### src/rtl/herculesae_vx_aes_round_seq.sv
// Iterative AES round scheduler: owns the 128-bit state and steps a shared
// combinational round datapath once per cycle, one block per command.
module herculesae_vx_aes_round_seq #(
  parameter int KEY_IDX_W = 4
) (
  input  logic                 clk,
  input  logic                 reset,
  input  logic                 flush,
  input  logic                 cmd_valid,
  output logic                 cmd_ready,
  input  logic                 cmd_dec,
  input  logic [1:0]           cmd_nr,
  input  logic [127:0]         cmd_data,
  output logic [KEY_IDX_W-1:0] rk_idx,
  input  logic [127:0]         rk_data,
  output logic [127:0]         dp_in,
  output logic                 dp_dec,
  output logic                 dp_last,
  input  logic [127:0]         dp_out,
  output logic                 res_valid,
  input  logic                 res_ready,
  output logic [127:0]         res_data,
  output logic                 busy
);

  typedef enum logic [1:0] {
    IDLE  = 2'd0,
    ROUND = 2'd1,
    DONE  = 2'd2
  } state_t;

  localparam logic [KEY_IDX_W-1:0] NR_128 = KEY_IDX_W'(10);
  localparam logic [KEY_IDX_W-1:0] NR_192 = KEY_IDX_W'(12);
  localparam logic [KEY_IDX_W-1:0] NR_256 = KEY_IDX_W'(14);

  state_t                 state_q, state_d;
  logic [127:0]           st_q, st_d;
  logic [KEY_IDX_W-1:0]   rnd_q, rnd_d;
  logic [KEY_IDX_W-1:0]   nr_q, nr_d;
  logic                   dec_q, dec_d;
  logic [KEY_IDX_W-1:0]   rk_idx_q;
  logic [KEY_IDX_W-1:0]   cmd_nr_val;
  logic                   accept;
  logic                   last_round;

  // Reserved key-size code 3 falls back to the 10-round schedule.
  always_comb begin
    case (cmd_nr)
      2'd1:    cmd_nr_val = NR_192;
      2'd2:    cmd_nr_val = NR_256;
      default: cmd_nr_val = NR_128;
    endcase
  end

  assign cmd_ready  = ~flush & ((state_q == IDLE) | ((state_q == DONE) & res_ready));
  assign accept     = cmd_valid & cmd_ready;
  assign last_round = (rnd_q == nr_q);

  assign dp_in      = st_q;
  assign dp_dec     = dec_q;
  assign dp_last    = (state_q == ROUND) & last_round;

  assign res_valid  = (state_q == DONE);
  assign res_data   = res_valid ? st_q : '0;
  assign busy       = (state_q != IDLE);

  // Decrypt walks the key schedule backwards; the accept cycle whitens
  // with the first key of the chosen direction.
  always_comb begin
    // NOTE: every combinational output gets a default first, so no path
    // leaves it unassigned and no latch is inferred.
    rk_idx = rk_idx_q;
    if (accept) begin
      rk_idx = cmd_dec ? cmd_nr_val : '0;
    end else if (state_q == ROUND) begin
      rk_idx = dec_q ? (nr_q - rnd_q) : rnd_q;
    end
  end

  always_comb begin
    state_d = state_q;
    st_d    = st_q;
    rnd_d   = rnd_q;
    nr_d    = nr_q;
    dec_d   = dec_q;
    if (flush) begin
      // Abort drops any pending result; st keeps its contents.
      state_d = IDLE;
      rnd_d   = '0;
    end else if (accept) begin
      st_d    = cmd_data ^ rk_data;
      rnd_d   = KEY_IDX_W'(1);
      nr_d    = cmd_nr_val;
      dec_d   = cmd_dec;
      state_d = ROUND;
    end else begin
      case (state_q)
        ROUND: begin
          st_d = dp_out ^ rk_data;
          if (last_round) begin
            state_d = DONE;
          end else begin
            rnd_d = rnd_q + KEY_IDX_W'(1);
          end
        end
        DONE: begin
          if (res_ready) state_d = IDLE;
        end
        default: ;
      endcase
    end
  end

  // NOTE: sequential state uses non-blocking assignments so every register
  // samples the pre-edge values computed above, independent of statement order.
  always_ff @(posedge clk) begin
    if (reset) begin
      state_q  <= IDLE;
      // NOTE: the wide state register is cleared on reset too, so dp_in is
      // never X after reset.
      st_q     <= '0;
      rnd_q    <= '0;
      nr_q     <= NR_128;
      dec_q    <= 1'b0;
      rk_idx_q <= '0;
    end else begin
      state_q  <= state_d;
      st_q     <= st_d;
      rnd_q    <= rnd_d;
      nr_q     <= nr_d;
      dec_q    <= dec_d;
      rk_idx_q <= rk_idx;
    end
  end

endmodule

### config.mk
export PLATFORM = sky130hd
export DESIGN_NAME = herculesae_vx_aes_round_seq
export DESIGN_NICKNAME = d
export VERILOG_FILES = /design/src/rtl/herculesae_vx_aes_round_seq.sv
export SDC_FILE = /design/constraint.sdc
export NUM_CORES = 1
export LEC_CHECK = 0
export BUFFER_PORTS_ARGS = -buffer_cell sky130_fd_sc_hd__buf_2
export CAP_MARGIN = 20
export CORE_AREA = 2 2 255 257
export DETAILED_ROUTE_END_ITERATION = 6
export DIE_AREA = 0 0 257 259
export PLACE_DENSITY = 0.44
export REMOVE_ABC_BUFFERS = 1
export SLEW_MARGIN = 20
export SYNTH_ARGS = -nofsm -noshare
export SYNTH_HDL_FRONTEND = slang
export SYNTH_SLANG_ARGS = --single-unit
### constraint.sdc
create_clock -name clk -period 6.4 [get_ports clk]
set_clock_uncertainty 0.15 [all_clocks]
set_input_delay 0.32 -clock clk [delete_from_list [all_inputs] [get_ports clk]]
set_output_delay 0.32 -clock clk [all_outputs]
set_load 0.005 [all_outputs]
==> impl_metrics.env, run 1 <==
export IMPL_status="finished, final reports clean"
export IMPL_clock_root_buffer="clkbuf_16"
export IMPL_critPathRequiredTime_ns=6.67
export IMPL_overflow=0
export IMPL_fin_crit_sh_pct=59.5
export IMPL_synth_yosys_seq_area_share_pct=27.6
export IMPL_max_slew_margin_pct=31.2
export IMPL_yosysTopAreaCell="dfxtp_1"
export IMPL_rows=93
export IMPL_io_pins=657
export IMPL_drive_gt1_share_pct=32.6
export IMPL_avgRoutedWirePerCell_um=16.0
export IMPL_netlist_area_leader_share_pct=27.6
export IMPL_ir_drop_uv=171
export IMPL_hold_ws_ns=0.0492
export IMPL_post_dp_cell_area_mm2=0.0142
export IMPL_fin_nets=2540
export IMPL_p_leak_uw=0.00777
export IMPL_dp_slack_ns=2.94
export IMPL_die_x_um=257
export IMPL_antenna_left=0
export IMPL_drt_iter0_markers=718
export IMPL_route_detailed_drc=0
export IMPL_antenna_found_initial=7
export IMPL_critPathLaunchType="flip-flop"
export IMPL_dominantRegCellSynth="dfxtp_1"
export IMPL_mostFrequentLayoutCell="buf_2"
export IMPL_seq_area_mm2=0.00282
export IMPL_stdcell_area_mm2=0.0168
export IMPL_htreeDepth=4
export IMPL_crit_fanout=71
export IMPL_die_area_mm2=0.0666
export IMPL_synthesis_area_mm2=0.0102
export IMPL_drv_slew=0
export IMPL_async_flop_share_pct=0
export IMPL_grt_use_total_pct=14.0
export IMPL_dr_pass1_iters=6
export IMPL_hpwl_um=34100
export IMPL_via_per_inst=4.39
export IMPL_synth_area_per_cell_um2=7.47
export IMPL_layout_setup_ws_ns=2.59
export IMPL_post_cts_resized=0
export IMPL_cts_tree="built"
export IMPL_synth_edf_count=0
export IMPL_multi_input_area_mm2=0.00638
export IMPL_hold_viol=0
export IMPL_grt_max_degree=145
export IMPL_syn2layout_area_growth_pct=64.4
export IMPL_start_util_pct=16.0
export IMPL_fillers=7072
export IMPL_cap_violations=0
export IMPL_min_period_ns=3.81
export IMPL_path_clk_slew_ns=0.07
export IMPL_finalWirelength_um=48300
export IMPL_vias=13200
export IMPL_cts_buffers=17
export IMPL_cts_sinks=141
export IMPL_fin_total_pwr_uw=2750
export IMPL_worst_pin_slew_ns=1.03
export IMPL_syn_inst=1370
export IMPL_cts_buffer_depth=2
export IMPL_setup_violations=0
export IMPL_yosysUniqueCellTypes=41
export IMPL_p_per_area_mw_per_mm2=163
export IMPL_cp_end_kind="flip-flop"
export IMPL_port_buffers=656
export IMPL_core_area_mm2=0.0639
export IMPL_yosys_top_cells_area="dfxtp_1 28%, o2111ai_1 11%, o211ai_1 9.4%"
export IMPL_rsz0062_at_grt="no"
export IMPL_gp_congestion=0.856
export IMPL_grt_pass1_vias=13321
export IMPL_fmax_mhz=263
export IMPL_path_class="reg -> reg"
export IMPL_grt_pass1_wl_um=73900
export IMPL_hold_path_class="in -> reg"
export IMPL_die_y_um=259
export IMPL_arrival_ns=4.07
export IMPL_final_cell_mix="656 x buf_2, 201 x dlygate4sd3_1, 141 x dfxtp_1"
export IMPL_synth_seq_cells=141
export IMPL_clock_latency_ns=0.47
export IMPL_yosys_warnings=0
-- what timing repair did --
action,4_1_cts,5_1_grt
endpoints found under the setup margin,0,0
hold buffers,201,0
setup buffers,0,0
hold endpoints to repair,132,0
-- metrics by stage --
step | cells | utilization, % | TNS (ns)
6_report | 3010 | 26.3 | 0
5_1_grt | 3009 | 26.3 | 0
4_1_cts | 3007 | 26.3 | 0
3_5_place_dp | 2774 | 22.2 | 0
3_3_place_gp | 2774 | 22.2 | 0
2_1_floorplan | 1254 | - | -528.77
-- layer usage --
metal | wire length, µm | GRT usage, %
met5 | 41 | 0
met4 | 984 | 5.07
met3 | 2470 | 3.07
met2 | 24400 | 25.2
met1 | 20400 | 16.2
-- worst max-delay path, stage by stage, from the launching register on --
cell	delay (ns)
dfxtp_1	0.38
inv_1	0.09
ha_1	0.43
a221oi_4	0.36
buf_4	0.59
buf_4	0.77
nand2_1	0.14
o211ai_1	0.11
dlygate4sd3_1	0.56
-- synth_stat cells (6+ instances only) --
library cell / instances
ha_1: 8
a21boi_0: 122
clkbuf_1: 82
o2111ai_1: 128
buf_2: 14
dfxtp_1: 141
o21ai_1: 9
a21boi_1: 6
o21ai_0: 121
and2_1: 129
a21oi_1: 11
o211ai_1: 128
nand2_1: 135
nor2_1: 12
nand2b_1: 123
buf_6: 15
inv_1: 139
or2b_1: 8
-- final cells by class --
class                   count  area share [%]
flip-flops and latches    141            16.8
diodes                      3          0.0446
repair buffers            866            32.2
multi-input cells         974            37.9
well taps                 855            6.36
inverters                 139            3.10
clock inverters             9           0.795
clock buffers              23            2.84
-- kinds of logic (layout without fill, tap and decap cells) --
group / count (synthesis) / after routing / synth area share, %
AOI/OAI and AO/OA: 537 / 537 / 37.7
and+or+nand+nor: 420 / 420 / 22.1
buffers and inverters: 255 / 1037 / 10.7
DFF: 141 / 141 / 27.6
adders and majority gates: 9 / 9 / 1.17
xor gates and xnor gates: 4 / 4 / 0.342
muxes: 4 / 4 / 0.391
other: 0 / 3 / 0
-- flip-flops by register name, indices dropped and copies added, names as in the netlist --
signal    flops
dp_dec        1
dp_in       128
nr_q          2
rk_idx_q      4
rnd_q         4
state_q       2
-- power breakdown --
part           leakage, µW  internal, µW  switching [µW]
Combinational      0.00632           329             330
Clock             0.000298           645             455
Sequential         0.00115           939            53.5
Total              0.00777          1910             839
-- final timing paths --
path                     start         to  slack, ns  cells past startpoint
hold / removal    cmd_data[58]  dp_in[58]       0.05                      3
setup reg to reg    state_q[1]  dp_in[46]       2.59                      8
setup / recovery    state_q[1]  dp_in[46]       2.59                      8
hold reg to reg      dp_in[35]  dp_in[35]       0.34                      2
(Power assumes the default switching activity.)
==> run 2: changes to the inputs <==
--- a/config.mk
+++ b/config.mk
@@ -5,12 +5,13 @@
 export SDC_FILE = /design/constraint.sdc
 export NUM_CORES = 1
 export LEC_CHECK = 0
+export ABC_AREA = 1
 export BUFFER_PORTS_ARGS = -buffer_cell sky130_fd_sc_hd__buf_2
 export CAP_MARGIN = 20
-export CORE_AREA = 2 2 255 257
+export CORE_AREA = 2 2 259 261
 export DETAILED_ROUTE_END_ITERATION = 6
-export DIE_AREA = 0 0 257 259
-export PLACE_DENSITY = 0.44
+export DIE_AREA = 0 0 261 263
+export PLACE_DENSITY = 0.5
 export REMOVE_ABC_BUFFERS = 1
 export SLEW_MARGIN = 20
 export SYNTH_ARGS = -nofsm -noshare
==> constraint.sdc (replaced) <==
create_clock -name clk -period 3.5 [get_ports clk]
set_clock_uncertainty 0.15 [all_clocks]
set_input_delay 0.175 -clock clk [delete_from_list [all_inputs] [get_ports clk]]
set_output_delay 0.175 -clock clk [all_outputs]
set_load 0.005 [all_outputs]
==> run 2 against run 1 <==
Net effect:
- total power is 100% higher
- critical path depth is 3 higher
- flip-flop and latch count stayed put
- worst hold slack worse by 0.038 ns
- largest power group unchanged
==> impl_metrics.env, run 2 <==
export IMPL_fin_nets=3676
export IMPL_ir_drop_uv=257
export IMPL_syn_inst=2342
export IMPL_port_buffers=656
export IMPL_stdcell_area_mm2=0.0217
export IMPL_antenna_found_initial=11
export IMPL_cp_end_kind="flip-flop"
export IMPL_switchingPower_uw=1850
export IMPL_rows=94
export IMPL_worst_pin_slew_ns=0.889
export IMPL_cts_tree="built"
export IMPL_synth_edf_count=0
export IMPL_route_detailed_drc=0
export IMPL_synthesis_area_mm2=0.0130
export IMPL_yosys_warnings=0
export IMPL_yosysTopAreaCell="dfxtp_1"
export IMPL_synth_common_cells="660 x inv_1, 543 x nand2_1, 266 x nand3_1"
export IMPL_cts_buffers=17
export IMPL_hpwl_um=39800
export IMPL_p_comb_share_pct=32.6
export IMPL_post_dp_cell_area_mm2=0.0169
export IMPL_grt_use_total_pct=16.2
export IMPL_synth_most_common_cell="inv_1"
export IMPL_p_per_area_mw_per_mm2=258
export IMPL_swShare_pct=33.0
export IMPL_cap_violations=0
export IMPL_max_slew_margin_pct=40.7
export IMPL_clock_root_buffer="clkbuf_16"
export IMPL_path_cells="dlygate4sd3_1 > buf_2 > inv_8 > buf_12 > nand4_1 > nand3_1 > dlygate4sd3_1 > nand3_1 > dlygate4sd3_1 > nand2_1 > inv_1"
export IMPL_critPathRequiredTime_ns=3.72
export IMPL_grt_max_degree=143
export IMPL_largest_reg_flops=128
export IMPL_synth_yosys_seq_area_share_pct=21.7
export IMPL_crit_fanout=140
export IMPL_cts_buffer_depth=2
export IMPL_grt_pass1_vias=16522
export IMPL_critPathLaunchType="input port"
export IMPL_grt_busiest_layer="met2"
export IMPL_pwr_share_clk_pct=34.7
export IMPL_fillers=7259
export IMPL_synth_area_per_cell_um2=5.55
export IMPL_drive_gt1_share_pct=22.0
export IMPL_htreeDepth=4
export IMPL_cts_sinks=141
export IMPL_die_area_mm2=0.0686
export IMPL_min_period_ns=3.32
export IMPL_yosysUniqueCellTypes=23
export IMPL_path_class="in -> reg"
export IMPL_rsz0062_at_grt="no"
export IMPL_seqPwrFrac_pct=32.7
export IMPL_async_flop_share_pct=0
export IMPL_setup_violations=0
export IMPL_p_leak_uw=0.0123
export IMPL_syn2layout_area_growth_pct=67.1
export IMPL_hold_viol=0
export IMPL_core_area_mm2=0.0656
export IMPL_synth_seq_cells=141
export IMPL_dp_slack_ns=0.823
export IMPL_clock_latency_ns=0.47
export IMPL_met1_usage_pct=19.3
export IMPL_hold_path_class="in -> reg"
export IMPL_path_clk_slew_ns=0.07
export IMPL_die_x_um=261
export IMPL_start_util_pct=19.8
export IMPL_avgRoutedWirePerCell_um=15.0
export IMPL_arrival_ns=3.54
export IMPL_dr_pass1_iters=5
export IMPL_cpMostUsedCell="dlygate4sd3_1"
export IMPL_grtUsageMet2_pct=28.4
export IMPL_grt_pass1_wl_um=88300
export IMPL_yosys_top_cells_area="dfxtp_1 22%, inv_1 19%, nand2_1 16%"
export IMPL_gp_congestion=0.831
export IMPL_via_per_inst=4.36
export IMPL_layout_setup_ws_ns=0.183
export IMPL_use_met3_pct=3.52
export IMPL_io_pins=657
export IMPL_p_int_uw=3760
export IMPL_final_cell_mix="659 x inv_1, 654 x buf_2, 542 x nand2_1"
export IMPL_slowest_delay_ns=0.56
export IMPL_dominantRegCellSynth="dfxtp_1"
export IMPL_drv_slew=0
export IMPL_netlist_area_leader_share_pct=21.7
export IMPL_vias=18090
export IMPL_fin_crit_sh_pct=94.8
export IMPL_overflow=0
export IMPL_status="finished, final reports clean"
export IMPL_antenna_left=0
export IMPL_mostFrequentLayoutCell="inv_1"
export IMPL_slowest_stage="dlygate4sd3_1"
export IMPL_die_y_um=263
export IMPL_fmax_mhz=301
export IMPL_finalWirelength_um=62300
export IMPL_drt_iter0_markers=1076
run 2: changes by cell type after synthesis, moves of 124 or more:
| cell | change |
|---|---|
| inv_1 | +521 |
| and2_1 | -129 |
| o2111ai_1 | -128 |
| nand4_1 | +256 |
| a21oi_1 | +124 |
| o211ai_1 | -128 |
| nand2_1 | +408 |
| nand3_1 | +263 |
| nand3b_1 | +128 |
run 2: power groups by stage:
stage / Combinational, µW / Clock [µW] / Sequential (µW)
finish: 1830 / 1950 / 1830
global placement: 1360 / 0 / 1870
floorplan: 748 / 0 / 1830
detailed placement: 1360 / 0 / 1870
CTS: 1740 / 2040 / 1830
global route: 2030 / 2090 / 1840
run 2: final cells by class:
type	count	area [µm²]	area share [%]
timing repair buffer	1085	7790	35.9
multi-input combinational	1368	6930	31.9
sequential	141	2820	13.0
inverter	662	2500	11.5
tap	864	1080	4.98
clock buffer	19	443	2.04
clock inverter	10	144	0.662
antenna	4	10.0	0.0461
run 2: final timing paths:
path,cells after the start,start,end,slack (ns)
hold reg to reg,2,nr_q[2],nr_q[2],0.33
setup reg to reg,13,state_q[0],dp_in[78],0.20
hold / removal,3,cmd_valid,state_q[0],0.01
setup / recovery,11,flush,dp_in[125],0.18
run 2: through the flow:
step | hold WS [ns] | utilization (%) | cells | power [µW] | setup TNS (ns)
finish | 0.0113 | 33.1 | 4153 | 5600 | 0
global route | 0.0139 | 33.1 | 4151 | 5960 | 0
CTS | 0.00828 | 32.7 | 4137 | 5620 | 0
detailed placement | 0.319 | 25.8 | 3711 | 3230 | 0
global placement | 0.316 | 25.8 | 3711 | 3230 | 0
floorplan | 0.0941 | - | 2170 | 2580 | -1739.43
run 2: kinds of logic (layout without fill, tap and decap cells):
logic type / count (synthesis) / after routing / synth area share, %
DFF: 141 / 141 / 21.7
other: 0 / 4 / 0
AOI/OAI and AO/OA: 143 / 143 / 5.57
adders and majority gates: 9 / 9 / 0.924
xor gates and xnor gates: 2 / 2 / 0.135
and+or+nand+nor: 1213 / 1214 / 46.3
buffers and inverters: 834 / 1776 / 25.4
run 2: repair_timing:
item | in CTS | in global routing
hold buffers | 397 | 0
setup endpoints to repair | 0 | 114
resized for setup | 0 | 7
endpoints found under the hold margin | 137 | 0
buffers inserted | 0 | 5
run 2: metal layers:
layer	routed length, µm	part of all wire, %
met5	46	0.074
met2	31000	50
met3	3840	6.2
met1	26000	42
met4	1440	2.3
run 2: critical path, delay by kind of cell:
| family | cells | cell delay [ns] |
|---|---|---|
| buffers and inverters | 7 | 2.59 |
| AND/OR/NAND/NOR | 4 | 0.44 |
